[config.mk]
export PLATFORM = sky130hd
export DESIGN_NAME = source_deframer
export DESIGN_NICKNAME = d
export VERILOG_FILES = /design/src/rtl/source_deframer.sv
export SDC_FILE = /design/constraint.sdc
export NUM_CORES = 1
export LEC_CHECK = 0
export BUFFER_PORTS_ARGS = -buffer_cell sky130_fd_sc_hd__buf_2
export CORE_MARGIN = 1
export CORE_UTILIZATION = 35
export CTS_BUF_LIST = sky130_fd_sc_hd__clkbuf_8
export DETAILED_ROUTE_END_ITERATION = 8
export HOLD_SLACK_MARGIN = 0.12
export MAX_ROUTING_LAYER = met4
export SYNTH_ARGS = -nofsm -noshare
export SYNTH_HDL_FRONTEND = slang
export SYNTH_SLANG_ARGS = --single-unit
[constraint.sdc]
create_clock -name clk -period 2.4 [get_ports clk]
set_input_delay 0.12 -clock clk [delete_from_list [all_inputs] [get_ports clk]]
set_output_delay 0.12 -clock clk [all_outputs]
set_load 0.02 [all_outputs]
[src/rtl/source_deframer.sv]
// -----------------------------------------------------------------------------
// source_config / source_deframer
//
// source_config holds the shared source-side widths. The SPK payload is a
// destination index (clog2 of the input count) followed by a charge value.
//
// source_deframer turns the host byte stream into instruction words for
// network_source. The first byte's top OPC_WIDTH bits select the opcode, and
// the opcode fixes the frame length. Bytes are packed MSB-first into a frame
// buffer. A completed frame is presented left-aligned on src with a
// valid/ready handshake. NOP frames are swallowed.
//
// Ports
//   clk        in   1          rising-edge clock
//   arstn      in   1          asynchronous active-low reset
//   rx_valid   in   1          byte stream valid
//   rx_ready   out  1          byte stream ready (low while a word is pending)
//   rx_data    in   8          byte stream data
//   src_valid  out  1          instruction word valid
//   src_ready  in   1          instruction word accepted downstream
//   src        out  SRC_WIDTH  instruction word, opcode in the MSBs
// -----------------------------------------------------------------------------
package source_config;
  localparam int NET_NUM_INP      = 4;
  localparam int NET_CHARGE_WIDTH = 8;
  localparam int SPK_WIDTH        = $clog2(NET_NUM_INP) + NET_CHARGE_WIDTH;
  localparam int OPC_WIDTH        = 2;
endpackage

module source_deframer #(
  parameter  int RUN_WIDTH = 8,
  parameter  int SPK_WIDTH = source_config::SPK_WIDTH,
  parameter  int OPC_WIDTH = source_config::OPC_WIDTH,
  localparam int PAY_WIDTH = (RUN_WIDTH > SPK_WIDTH) ? RUN_WIDTH : SPK_WIDTH,
  localparam int SRC_WIDTH = OPC_WIDTH + PAY_WIDTH,
  localparam int NB        = (SRC_WIDTH + 7) / 8
) (
  input  logic                 clk,
  input  logic                 arstn,
  input  logic                 rx_valid,
  output logic                 rx_ready,
  input  logic [7:0]           rx_data,
  output logic                 src_valid,
  input  logic                 src_ready,
  output logic [SRC_WIDTH-1:0] src
);

  localparam int RUN_LEN = (OPC_WIDTH + RUN_WIDTH + 7) / 8;
  localparam int SPK_LEN = (OPC_WIDTH + SPK_WIDTH + 7) / 8;
  localparam int LEN_W   = $clog2(NB + 1);

  localparam logic [OPC_WIDTH-1:0] OPC_NOP = OPC_WIDTH'(0);
  localparam logic [OPC_WIDTH-1:0] OPC_RUN = OPC_WIDTH'(1);
  localparam logic [OPC_WIDTH-1:0] OPC_SPK = OPC_WIDTH'(2);

  typedef enum logic {
    IDLE,
    COLLECT
  } state_t;

  state_t                 state_q, state_d;
  logic [LEN_W-1:0]       byte_idx_q, byte_idx_d;
  logic [LEN_W-1:0]       len_q, len_d;
  logic [NB*8-1:0]        frame_buf_q;
  logic [NB*8-1:0]        asm_buf;
  logic [OPC_WIDTH-1:0]   asm_opc;
  logic [LEN_W-1:0]       first_len;
  logic [LEN_W-1:0]       cur_idx;
  logic                   accept;
  logic                   complete;
  logic                   load;

  // Frame length in bytes for a given opcode. NOP and CLR carry no payload.
  function automatic logic [LEN_W-1:0] frame_len(input logic [OPC_WIDTH-1:0] opc);
    logic [LEN_W-1:0] n;
    n = LEN_W'(1);
    if (opc == OPC_RUN) n = LEN_W'(RUN_LEN);
    else if (opc == OPC_SPK) n = LEN_W'(SPK_LEN);
    return n;
  endfunction

  // The byte stream only stalls on the output register. Keeping rx_valid out of
  // this term avoids a combinational loop back to the upstream source.
  assign rx_ready = !src_valid || src_ready;
  assign accept   = rx_valid && rx_ready;

  // Build the frame as it looks once the current byte is included. A first byte
  // starts from an all-zero buffer, so bytes that are never received read as
  // zero. The completed word can then be taken directly from asm_buf in the
  // same cycle as the final byte.
  always_comb begin
    cur_idx = (state_q == IDLE) ? '0 : byte_idx_q;
    asm_buf = (state_q == IDLE) ? '0 : frame_buf_q;
    for (int i = 0; i < NB; i++) begin
      if (cur_idx == LEN_W'(i)) asm_buf[NB*8-1-8*i -: 8] = rx_data;
    end
    asm_opc   = asm_buf[NB*8-1 -: OPC_WIDTH];
    first_len = frame_len(rx_data[7 -: OPC_WIDTH]);
  end

  // Next-state logic: 1-byte frames finish straight from IDLE. Longer frames
  // latch their length and count bytes in COLLECT.
  always_comb begin
    state_d    = state_q;
    byte_idx_d = byte_idx_q;
    len_d      = len_q;
    complete   = 1'b0;
    if (accept) begin
      case (state_q)
        IDLE: begin
          if (first_len == LEN_W'(1)) begin
            complete = 1'b1;
          end else begin
            len_d      = first_len;
            byte_idx_d = LEN_W'(1);
            state_d    = COLLECT;
          end
        end
        COLLECT: begin
          if (byte_idx_q == len_q - LEN_W'(1)) begin
            complete   = 1'b1;
            byte_idx_d = '0;
            state_d    = IDLE;
          end else begin
            byte_idx_d = byte_idx_q + LEN_W'(1);
          end
        end
        default: state_d = IDLE;
      endcase
    end
    load = complete && (asm_opc != OPC_NOP);
  end

  // FSM state, counters and frame buffer.
  always_ff @(posedge clk or negedge arstn) begin
    if (!arstn) begin
      state_q     <= IDLE;
      byte_idx_q  <= '0;
      len_q       <= '0;
      frame_buf_q <= '0;
    end else begin
      state_q    <= state_d;
      byte_idx_q <= byte_idx_d;
      len_q      <= len_d;
      if (accept) frame_buf_q <= asm_buf;
    end
  end

  // One-entry output register. A new load takes priority over the handshake
  // clearing valid. This lets a word be replaced in the cycle it is accepted,
  // with no bubble.
  always_ff @(posedge clk or negedge arstn) begin
    if (!arstn) begin
      src_valid <= 1'b0;
      src       <= '0;
    end else if (load) begin
      src_valid <= 1'b1;
      src       <= asm_buf[NB*8-1 -: SRC_WIDTH];
    end else if (src_ready) begin
      src_valid <= 1'b0;
    end
  end

endmodule

### Yosys cells after proc, flatten, opt, wreduce, memory -nomap -nowiden

Cells that the tools add are included.

| operators by class | value |
|---|---|
| muxes and demuxes | 18 |
| bitwise operators | 2 |
| equality and inequality tests | 6 |
| reduce and logical (&&, ||, !) cells | 9 |
| $add $sub $neg | 2 |

Operator list:

| operator | number |
|---|---|
| $mux 16 | 1 |
| $mux 8 | 2 |
| $mux 2 | 5 |
| $mux 1 | 7 |
| $eq 2x1->1 const B | 3 |
| $pmux 1 s2 | 2 |
| $pmux 2 s2 | 1 |
| $reduce_bool 2->1 | 2 |
| $reduce_and 3->1 | 1 |
| $add 2x1->2 const B | 1 |
| $eq 2x2->1 | 1 |
| $eq 2x2->1 const B | 1 |
| $logic_and 1x1->1 | 2 |
| $logic_not 2->1 | 1 |
| $ne 2x2->1 const B | 1 |
| $not 1->1 | 2 |
| $reduce_and 2->1 | 1 |
| $sub 2x1->2 const B | 1 |
| $logic_not 1->1 | 1 |
| $logic_or 1x1->1 | 1 |

| storage, ports and cells | value |
|---|---|
| register bits | 30 |
| word-level logic and storage cells | 43 |

### Longest topological paths before layout

| logic depth | value |
|---|---|
| word-level depth | 9 |
| gate-level depth with buffers | 6 |

### Least setup slack after synthesis

OpenSTA, ideal clock, no wires.

| timing path | value |
|---|---|
| path type | reg-to-reg |
| start point | register byte_idx_q[0] |
| end point | register src[0] |
| path slack | 475 ps |
| data arrival time | 1800 ps |
| clock period less this slack | 1925 ps |
| library setup time | 125 ps |
| stages on the path, launching flop included | 7 |
| cells stage by stage | dfrtp_1 > buf_6 > o21ai_4 > mux2_2 > a211oi_2 > buf_6 > mux2_4 |

| between the ends | value |
|---|---|
| cells in the longest elaborated chain, start to end | 5 |
| elaborated cells between the ends (all ways) | 11 |

Ends and longest elaborated chain:

| element | RTL line | source |
|---|---|---|
| from (decl) | 62 | `logic [LEN_W-1:0] byte_idx_q, byte_idx_d;` |
| from (signal assigned) | 143 | `byte_idx_q <= byte_idx_d;` |
| $eq 2x2->1 / $mux 2 (equally long branches) | 120, 92 |  |
| $mux 1 / $logic_not 2->1 (equally long branches) | 120, 95 |  |
| $pmux 1 s2 / $mux 8 (equally long branches) | 109, 95 |  |
| $mux 1 / $reduce_bool 2->1 (equally long branches) | 108, 131 |  |
| $logic_and 1x1->1 | 131 | `load = complete && (asm_opc != OPC_NOP);` |
| to (signal assigned) | 158 | `src <= asm_buf[NB*8-1 -: SRC_WIDTH];` |
| to (decl) | 45 | `output logic [SRC_WIDTH-1:0] src` |

Several ways; a longest one is shown, not always the timed one.
A chain may end at the register's enable or synchronous reset.

### Worst setup path in the final report

| timing path | value |
|---|---|
| start point | register byte_idx_q[0] |
| end point | register src[5] |

Same word-level chain as after synthesis.

==> impl_results.md <==
* GRT Util Overall at 15.7%
* Clock sinks at 30
* Register area share after synthesis at 49.8%
* Max Fclk at 533 MHz
* Reg2reg end: src[5]$_DFFE_PN0P_
* Post-CTS Hold Buffers at 7
* Number of buffers created by CTS at 5
* Longest Clk Path Bufs at 2
* Net Sw Power at 0.961 mW
* Die W at 67.6 µm
* Slowest CP cell: dfrtp_1
* Ys Warns at 0
* Total gr overflow at 0
* Crit path kind: flip-flop to flip-flop
* Final core utilization at 45.3%
* Slew headroom at 54.2%
* Hold EP: frame_buf_q[15]$_DFFE_PN0P_
* Area of the multi-input gates at 696 µm²
* TritonCTS clock tree: done
* ANT nets after route at 0
* Core footprint at 4060 µm²
* Root buf cell: clkbuf_8
* Drt initial violations at 90
* Sw Ratio at 37.1%
* Commonest non-fill, non-tap cells in the layout: 30 x dfrtp_1, 25 x buf_2, 16 x mux2_2, 9 x mux2_4, 8 x nand2_1
* Fill cells at 387
* Via count at 1072
* CP Data Required Time at 2570 ps
* Sequential Power Share at 35.5%
* Fin nets at 170
* Static Leakage at 0.873 nW
* DRC errors left at 0
* I/O pin count at 26
* Final worst slack at 523 ps
* Post-CTS Resized at 0
* Slew @ Worst Pin at 688 ps
* Met2 Usage GRT at 24.4%
* HP Class: input port to flip-flop
* Die ar. at 4570 µm²
* Drt wl/cell at 14.4 µm
* Final number of hold-violating endpoints at 0
* Starting Density at 37.2%
* Clock network power share at 16.1%
* Num rows at 23
* Synth cell types at 32
* Latest clock arrival within the worst-skew pair at 290 ps
* CP Cell Sequence: o21ai_4 > mux2_2 > a211oi_2 > buf_4 > mux2_2
* Avg Synthesized Cell Area at 12.5 µm²
* Placed inst area at 1680 µm²
* Layout cell share with drive strength beyond 1 at 42.1%
* Diodes inserted at 0
* Area growth, synth to finish at 21.8%
* Int Power at 1.63 mW
* CTS H-Tree Depth at 2
* RSZ-0062 raised after global routing: false
* Crit Path Max Fanout at 11
* GRT met3 Usage at 4.22%
* Number of global-route vias before repair at 1068
* R2R Path Start: byte_idx_q[0]$_DFFE_PN0P_
* Yosys reg bits at 30
* Slew Viols, Final at 0
* Post-synth net total at 133
* Die Y-Extent at 67.6 µm
* Maximum VDD drop at 651 µV
* Logic pwr share at 48.4%
* First-pass GRT wire length at 4930 µm
* Max-Cap Viols at 0
* Largest net degree at the start of global routing at 31
* Register area at 751 µm²
* DR pass1 iterations at 5
* Routability congestion estimate at 0.802
* Tmin final at 1880 ps
* Gr busiest metal: met2
* Netlist Area Pre-Place at 1510 µm²
* Final setup TNS at 0 ps
* Reg clk slew, reported paths at 60 ps
* Post-Synthesis Cells at 121
* GR Util met1 at 18.2%
* Antenna violations before repair at 0
* Final Cell Area at 1840 µm²
* Setup Buffers After CTS at 0
* Critical path arrival at 2050 ps
* Status: complete, no violations
* Final setup fails at 0
* Vias per Instance at 5.13
* Setup crit start kind: flip-flop
* Cells on worst reg2reg path at 5
* Hold wc startpoint: rx_data[7]
* Commonest non-fill, non-tap cell in the layout: dfrtp_1
* Worst Hold Depth at 2
* Setup Skew at 2.88 ps
* Crit end category: flip-flop
* Critical path's largest stage delay at 480 ps
* Worst R2R Setup Slack at 520 ps
* Total routed wirelength at 3010 µm
* Most used cell along the critical path: mux2_2
* HPWL after detailed placement at 2100 µm
* Hold_ws at 177 ps
* Crit share post-route at 78.2%
* PortBufs at 25
* Pre-CTS WS at 528 ps
* PD cells at 1410 nW/µm²
registers in the layout (all words and copies together) (netlist names):
signal       count
len_q            2
src_valid        1
src             12
frame_buf_q     12
state_q          1
byte_idx_q       2
worst max path at each step:
stage	from	endpoint	slack, ps	depth (start not counted)
5_1_grt	byte_idx_q[0]$_DFFE_PN0P_	src[5]$_DFFE_PN0P_	440	5
4_1_cts	byte_idx_q[0]$_DFFE_PN0P_	src[5]$_DFFE_PN0P_	510	5
2_1_floorplan	byte_idx_q[0]$_DFFE_PN0P_	src[0]$_DFFE_PN0P_	470	6
3_5_place_dp	byte_idx_q[0]$_DFFE_PN0P_	src[5]$_DFFE_PN0P_	530	5
3_3_place_gp	byte_idx_q[0]$_DFFE_PN0P_	src[5]$_DFFE_PN0P_	530	5
6_report	byte_idx_q[0]$_DFFE_PN0P_	src[5]$_DFFE_PN0P_	520	5
per-stage QoR:
stage / power, mW / cells
after floorplan: 1.90 / 121
after global placement: 2.14 / 194
after detailed placement: 2.18 / 194
after CTS: 2.62 / 209
after global routing: 2.78 / 209
final: 2.59 / 209
layout make-up:
class | count | area share (%)
sequential | 30 | 40.9
clock buffer | 6 | 4.50
tap | 50 | 3.41
timing repair buffer | 35 | 11.9
inverter | 5 | 1.02
multi-input combinational | 81 | 37.9
clock inverter | 2 | 0.477
routing by layer:
layer	up-vias	share of wire, %
li1	504	-
met1	523	46
met2	36	47
met3	9	5.4
met4	0	2.0
met5	-	0
Yosys cell counts:
master    instances  area [µm²]
and2b_2           2        17.5
inv_1             5        18.8
nor2_1            7        26.3
o31ai_1           1        7.51
and2_1            1        6.26
o21ai_4           1        16.3
a211oi_1          3        22.5
mux2_2           16         180
o21bai_1          2        15.0
mux2i_1           6        60.1
nand2_1           8        30.0
mux2i_2           1        13.8
dfrtp_1          30         751
o221ai_1          1        8.76
nor3_1            1        5.00
buf_6             3        33.8
or2_2             1        6.26
nand3_1           2        10.0
a211oi_2          1        12.5
nand2b_2          1        8.76
xnor2_1           1        8.76
a31oi_1           1        6.26
clkbuf_1          1        3.75
buf_2             1        5.00
xor2_1            1        8.76
nand4_1           2        12.5
mux2_4            9         135
o21ai_0           5        25.0
a22oi_1           4        30.0
and2b_1           1        7.51
nand2b_1          1        6.26
a211o_1           1        8.76
worst max-delay path: cells and delay by family (launching register included):
family	cells	cell delay, ps
AOI/OAI and AO/OA	2	320
buffers and inverters	1	260
DFF	1	480
muxes	2	700
power by group through the flow:
stage,Clock (mW),Sequential [mW],Combinational (mW)
global placement,0,0.915,1.22
detailed placement,0,0.924,1.26
finish,0.417,0.920,1.25
CTS,0.430,0.923,1.27
floorplan,0,1.02,0.883
global route,0.454,0.956,1.37
cells by family after synthesis:
kind of cell / after synthesis / synth area share, %
xor+xnor: 2 / 1.16
flops: 30 / 49.8
buf+inv: 10 / 4.07
mux: 32 / 25.8
simple gates: 27 / 9.05
compound gates: 20 / 10.1
Power figures use the tool's default switching activity.
